$ cat src/rtl/bop_pkg.sv
// bop_pkg: shared constants and types for the best-offset prefetcher subsystem
package bop_pkg;
    localparam int DELAYQSIZE = 15;
    localparam int DELAY      = 60;
    localparam int TIME_BITS  = 12;
    localparam int LOGLINE    = 6;
    localparam int NOFFSETS   = 46;
    localparam int DQ_WIDTH   = 64;

    typedef logic [TIME_BITS-1:0] bop_ts_t;

    typedef struct packed {
        logic [DQ_WIDTH-1:0] data;
        bop_ts_t             ts;
        logic                matured;
    } bop_dq_entry_t;
endpackage

$ cat src/rtl/bop_delay_queue.sv
// bop_delay_queue: timed circular FIFO releasing each tag DELAY cycles after push
module bop_delay_queue #(
    parameter int WIDTH     = bop_pkg::DQ_WIDTH,
    parameter int DEPTH     = bop_pkg::DELAYQSIZE,
    parameter int DELAY     = bop_pkg::DELAY,
    parameter int TIME_BITS = bop_pkg::TIME_BITS
) (
    input  logic             clk,
    input  logic             rst,
    input  logic             cq_enq,
    input  logic [WIDTH-1:0] cq_in,
    input  logic             cq_deq,
    output logic [WIDTH-1:0] cq_out,
    output logic             cq_ready,
    output logic             cq_empty,
    output logic             cq_full,
    output logic [15:0]      cq_overflow_cnt
);
    import bop_pkg::*;

    typedef logic [TIME_BITS-1:0] ts_t;
    typedef struct packed {
        logic [WIDTH-1:0] data;
        ts_t              ts;
        logic             matured;
    } entry_t;

    localparam int PW = $clog2(DEPTH);
    localparam int CW = $clog2(DEPTH + 1);
    localparam logic [PW-1:0] LAST = PW'(DEPTH - 1);
    localparam logic [CW-1:0] FULL_CNT = CW'(DEPTH);
    localparam ts_t DLY = ts_t'(DELAY);

    entry_t           ent_q [DEPTH];
    logic [DEPTH-1:0] vld_q;
    logic [PW-1:0]    head_q;
    logic [PW-1:0]    tail_q;
    logic [CW-1:0]    count_q;
    ts_t              now_q;
    logic [15:0]      ovf_q;
    ts_t              age;
    logic             pop;
    logic             drop;

    assign cq_empty        = count_q == '0;
    assign cq_full         = count_q == FULL_CNT;
    assign cq_overflow_cnt = ovf_q;

    // head readiness from registered state; a full push without a pop drops the head
    always_comb begin
        age      = now_q - ent_q[head_q].ts;
        cq_ready = (count_q != '0) && (ent_q[head_q].matured || age >= DLY);
        cq_out   = cq_ready ? ent_q[head_q].data : '0;
        pop      = cq_deq && cq_ready;
        drop     = cq_enq && cq_full && !pop;
    end

    // timestamp, sticky maturity, pointers, occupancy and overflow counter
    always_ff @(posedge clk) begin
        if (rst) begin
            head_q  <= '0;
            tail_q  <= '0;
            count_q <= '0;
            now_q   <= '0;
            ovf_q   <= '0;
            vld_q   <= '0;
            for (int i = 0; i < DEPTH; i++) ent_q[i] <= '0;
        end else begin
            now_q <= now_q + 1'b1;
            for (int i = 0; i < DEPTH; i++)
                if (vld_q[i] && ts_t'(now_q - ent_q[i].ts) >= DLY) ent_q[i].matured <= 1'b1;
            if (pop || drop) begin
                vld_q[head_q] <= 1'b0;
                head_q        <= head_q == LAST ? '0 : head_q + 1'b1;
            end
            if (cq_enq) begin
                ent_q[tail_q] <= '{data: cq_in, ts: now_q, matured: 1'b0};
                vld_q[tail_q] <= 1'b1;
                tail_q        <= tail_q == LAST ? '0 : tail_q + 1'b1;
            end
            if (cq_enq && !pop && !cq_full) count_q <= count_q + 1'b1;
            else if (pop && !cq_enq) count_q <= count_q - 1'b1;
            if (drop && ovf_q != 16'hFFFF) ovf_q <= ovf_q + 1'b1;
        end
    end
endmodule

$ cat config.mk
export PLATFORM = sky130hd
export DESIGN_NAME = bop_delay_queue
export DESIGN_NICKNAME = d
export VERILOG_FILES = /design/src/rtl/bop_pkg.sv /design/src/rtl/bop_delay_queue.sv
export SDC_FILE = /design/constraint.sdc
export NUM_CORES = 2
export LEC_CHECK = 0
export ABC_AREA = 0
export CORE_UTILIZATION = 35
export CTS_BUF_LIST = sky130_fd_sc_hd__clkbuf_16
export DETAILED_ROUTE_END_ITERATION = 8
export GPL_TIMING_DRIVEN = 0
export PLACE_DENSITY_LB_ADDON = 0.1
export SLEW_MARGIN = 30
export SYNTH_ARGS = -nofsm -noshare
export SYNTH_HDL_FRONTEND = slang
export SYNTH_SLANG_ARGS = --single-unit
$ cat constraint.sdc
create_clock -name clk -period 23.7 [get_ports clk]
set_input_delay 7.11 -clock clk [delete_from_list [all_inputs] [get_ports clk]]
set_output_delay 7.11 -clock clk [all_outputs]
set_load 0.01 [all_outputs]
# ---- Word-level counts from Yosys, hierarchy flattened
# Memories as Yosys holds them, arrays and structs flattened. A register that Yosys moved wholly into a read port is not among the register bits.
# Cells that the tools add are included.
# W data, S select, Z words.
dict set report classes {
  add_sub_neg 22
  n_lt_le_gt_ge 20
  eq_ne 4
  muxes 79
  bitwise_logic 18
  reduce_logical 33
}
# op count
set op_table {}
lappend op_table {{$ge A12 B6 Y1 const B} 16}
lappend op_table {{$sub A12 B12 Y12} 16}
lappend op_table {{$mux W1} 67}
lappend op_table {{$mux W64} 1}
lappend op_table {{$mux W15} 3}
lappend op_table {{$logic_and A1 B1 Y1} 25}
lappend op_table {{$mux W4} 6}
lappend op_table {{$add A16 B1 Y16 const B} 1}
lappend op_table {{$ne A16 B16 Y1 const B} 1}
lappend op_table {{$and A15 B15 Y15} 1}
lappend op_table {{$not A15 Y15} 1}
lappend op_table {{$or A1 B1 Y1} 15}
lappend op_table {{$or A15 B15 Y15} 1}
lappend op_table {{$add A12 B1 Y12 const B} 1}
lappend op_table {{$add A4 B1 Y4 const B} 3}
lappend op_table {{$eq A4 B4 Y1 const B} 3}
lappend op_table {{$lt A4 B5 Y1 const B} 2}
lappend op_table {{$demux W1 S4} 2}
lappend op_table {{$ge A4 B1 Y1 const B} 2}
lappend op_table {{$logic_not A4 Y1} 1}
lappend op_table {{$reduce_bool A4 Y1} 1}
lappend op_table {{$sub A4 B1 Y4 const B} 1}
lappend op_table {{$logic_not A1 Y1} 3}
lappend op_table {{$logic_or A1 B1 Y1} 2}
lappend op_table {{$reduce_bool A2 Y1} 1}
dict set report word_totals {
  register_bits 55
  ram_bits 1155
  in_bits 68
  out_inout_bits 83
  wordCells 183
  n_memories 1
}
# name depth word_bits read_ports rd_ports_with_merged_regs wr line_no
set memory_table {}
lappend memory_table {ent_q 15 77 16 1 16 bop_delay_queue.sv:34} ;# entry_t ent_q [DEPTH];

# ---- Depth between registers and ports, before layout
dict set report logic_depth {
  word_depth 12
  ltp_mapped 24
  mapped_depth_nobuf 19
}

# ---- Worst setup path before layout
# No wires, ideal clock.
dict set report synth_timing {
  path_type {input port to flip-flop}
  startpoint {input cq_enq}
  endpoint {memory ent_q[12][0] (netlist bit)}
  setup_ps 127
  arrival_time_ps 13530
  required_ps 23573
  setup_slack_ps 10043
  stages 5
  path_buffers 0
  path_cell_list {nor2b_1 -> nand2_1 -> o21ai_0 -> o21bai_1 -> a31oi_1}
}
# element line_no
set synth_lines {}
lappend synth_lines {{start, declared} bop_delay_queue.sv:10} ;# input logic cq_enq,
lappend synth_lines {{end, declared} bop_delay_queue.sv:34}

==> flow_metrics.env <==
export IMPL_outcome="completed"
export IMPL_dieArea_mm2=0.188
export IMPL_ir_drop_mv=0.0819
export IMPL_grt_pass1_vias=40100
export IMPL_cts_setup_buffers=0
export IMPL_syn_area_per_cell_um2=14.1
export IMPL_async_flop_share_pct=0
export IMPL_top_layer="met5"
export IMPL_p_leak_nw=28.5
export IMPL_antenna_found_initial=20
export IMPL_end_kind="output port"
export IMPL_synth_top_family_by_area="simple AND/OR/NAND/NOR gates"
export IMPL_slew_violations=0
export IMPL_tritoncts="yes"
export IMPL_worstMarginPinSlew_ns=1.07
export IMPL_drtPass1Iterations=5
export IMPL_gr_total_overflow=0
export IMPL_layout_commonest_cell="edfxtp_1"
export IMPL_min_path_type="register to register"
export IMPL_dpl_worst_slack_ns=8.61
export IMPL_syn_nets=4894
export IMPL_ys_flop_type="edfxtp_1"
export IMPL_yosysSeqAreaShare_pct=58.4
export IMPL_finalSetupViolCount=0
export IMPL_synth_seq_cells=1290
export IMPL_clock_skew_ns=0.0458
export IMPL_slowest_delay_ns=0.77
export IMPL_synth_cell_types=78
export IMPL_cts_hold_buffers=0
export IMPL_startpoint_type="register"
export IMPL_remaining_drc_errors=0
export IMPL_drive_gt1_share_pct=15.8
export IMPL_avgViaCountPerCell=5.21
export IMPL_wl_per_cell_um=28.0
export IMPL_yosys_warnings=0
export IMPL_grtUsageTotal_pct=22.8
export IMPL_synth_compound_area_share_pct=3.97
export IMPL_std_cell_rows=157
export IMPL_rsz0062_at_grt="no"
export IMPL_num_io_pins=151
export IMPL_post_cts_resized=0
export IMPL_final_cell_mix="edfxtp_1 (1216), and2_1 (1104), mux4_2 (382)"
export IMPL_cts_max_level=4
export IMPL_final_nets=5297
export IMPL_dp_hpwl_um=154000
export IMPL_die_y_um=433
export IMPL_drtAntennaViolNets=0
export IMPL_fin_crit_sh_pct=66.6
export IMPL_clkTransAtPathRegs_ns=0.06
export IMPL_synthAdderAreaFrac_pct=4.00
export IMPL_max_cap_violations=0
export IMPL_ctsLongestPathBuffers=3
export IMPL_cts_buffers=150
export IMPL_drt_iter0_drc=3513
export IMPL_synth_area_mux_share_pct=13.8
export IMPL_clockRootBuffer="clkbuf_16"
export IMPL_final_setup_tns_ns=0
export IMPL_fp_coreArea_mm2=0.184
export IMPL_slew_headroom_pct=28.4
export IMPL_worst_ep_required_time_ns=16.59
export IMPL_portBuffers=150
export IMPL_grt_pass1_wl_um=303000
export IMPL_gp_congestion=0.873
export IMPL_hold_violations=0
export IMPL_synth_cells=4628
export IMPL_insertion_delay_ns=0.82
export IMPL_worst_path_most_repeated_cell="clkbuf_2"
export IMPL_fin_crit_ns=15.80
export IMPL_drt_met1_wl_um=93600
export IMPL_fillers=17000
export IMPL_wirelength_um=213000
export IMPL_crit_type="register to output port"
export IMPL_setup_slack_ns=7.90
export IMPL_routed_wl_met3_um=10600
export IMPL_critPathSlowestCell="clkbuf_1"
export IMPL_cts_sinks=1290
export IMPL_crit_fanout=10
export IMPL_dr_total_vias=39700
export IMPL_netlist_area_mm2=0.0651
export IMPL_synth_simple_area_share_pct=15.2
export IMPL_die_x_um=433
export IMPL_powerDensity_mw_per_mm2=79.9
export IMPL_area_growth_pct=18.6
export IMPL_synth_edff_count=1216
export IMPL_synth_xor_area_share_pct=1.39
export IMPL_wl_met2_um=104000
export IMPL_max_freq_ghz=0.0633
export IMPL_start_util_pct=35.4
export IMPL_grt_max_degree=44
export IMPL_path_cells="buf_6 > clkbuf_2 > clkbuf_2 > clkbuf_1 > mux4_2 > mux4_2 > ha_1 > fa_1 > nand2b_1 > a21oi_1 > o21ai_0 > xnor2_1 > nor4_4 > o211ai_4 > clkbuf_2 > buf_16 > clkbuf_1 > and3_1 > clkdlybuf4s50_1"
export IMPL_critPathArrivalTime_ns=8.69
-- metal layers --
metal,vias up,track usage (%)
met3,270,3.25
met4,4,6.34
met1,20500,31.0
li1,17800,-
met2,1088,38.1
met5,-,0
-- path summary, 6_finish.rpt --
| check | start | to | slack, ns | cells past startpoint |
|---|---|---|---|---|
| worst min register to register | now_q[11]$_SDFF_PP0_ | ent_q[15][12]$_DFFE_PP_ | 0.44 | 0 |
| worst max-delay path | register | cq_out[61] | 7.90 | 19 |
| worst max register to register | register | count_q[3]$_SDFFE_PP0P_ | 16.01 | 23 |
| worst min-delay path | now_q[11]$_SDFF_PP0_ | ent_q[15][12]$_DFFE_PP_ | 0.44 | 0 |
-- worst max-delay path: cells and delay by family, from the launching register on --
kind                     cells  cell delay [ns]
AO/OA/AOI/OAI                3             0.72
XOR/XNOR                     1             0.28
adder cells (fa/ha/maj)      2             0.64
buffers and inverters        8             3.95
flip-flops                   1             0.43
multiplexers                 2             0.97
AND/OR/NAND/NOR              3             0.79
-- logic make-up (layout without fill, tap and decap cells) --
logic type	Yosys count	after routing
compound gates	404	404
xor+xnor	103	103
fa+ha+maj	198	198
buf+inv	546	1059
flops	1290	1290
mux	421	421
other cells	0	13
simple gates	1666	1666
-- cell usage after synthesis, drive strengths merged, types with 38 or more instances --
cell    number  area share, %
a21oi      101           0.80
xor2        49           0.66
o21ai      120           0.94
nand3       41           0.32
edfxtp    1216             56
and3        80           0.79
and2      1104             11
inv        211            1.2
xnor2       54           0.73
mux4       382             13
a21o        46           0.53
nand2       65           0.38
nor3        73           0.57
dfxtp       74            2.3
nor2       131           0.77
clkbuf     295            1.7
nor2b       51           0.49
ha         181            3.5
buf         40           0.27
nand2b      38           0.37
-- cell type report --
cell class                 instances  area [µm²]  share of cell area, %
multi-input combinational       2792       25100                   32.6
sequential                      1290       38000                   49.3
inverter                         211         800                   1.04
tap                             2464        3080                   4.00
antenna                           13        32.5                 0.0422
timing repair buffer             251        4110                   5.32
clock inverter                   106         723                  0.937
clock buffer                     156        3900                   5.06
buffer                           335        1370                   1.78
-- stage by stage --
step                area, µm²  instances  hold WS [ns]  util [%]  total power (W)
floorplan               65100       4628         0.406         -          0.00339
global placement        69600       7242         0.434      37.9          0.00396
detailed placement      72500       7343         0.428      39.4          0.00399
CTS                     77100       7605         0.440      41.9          0.00623
global route            77100       7605         0.467      41.9          0.00636
finish                  77100       7618         0.445      42.0          0.00616
-- where the power goes --
part	total, W	internal (W)	switching (W)	leakage [nW]
clock	0.00224	0.00127	0.000969	2.39
combinational	0.00132	0.000597	0.000720	13.0
sequential	0.00260	0.00257	0.0000344	13.1
-- sequential cells by signal, indices dropped and copies added (netlist names), named ones only --
name	cells
cq_overflow_cnt	16
ent_q	1231
tail_q	4
now_q	12
head_q	4
count_q	4
vld_q	15
No activity file was read; power rests on OpenSTA's default activity.
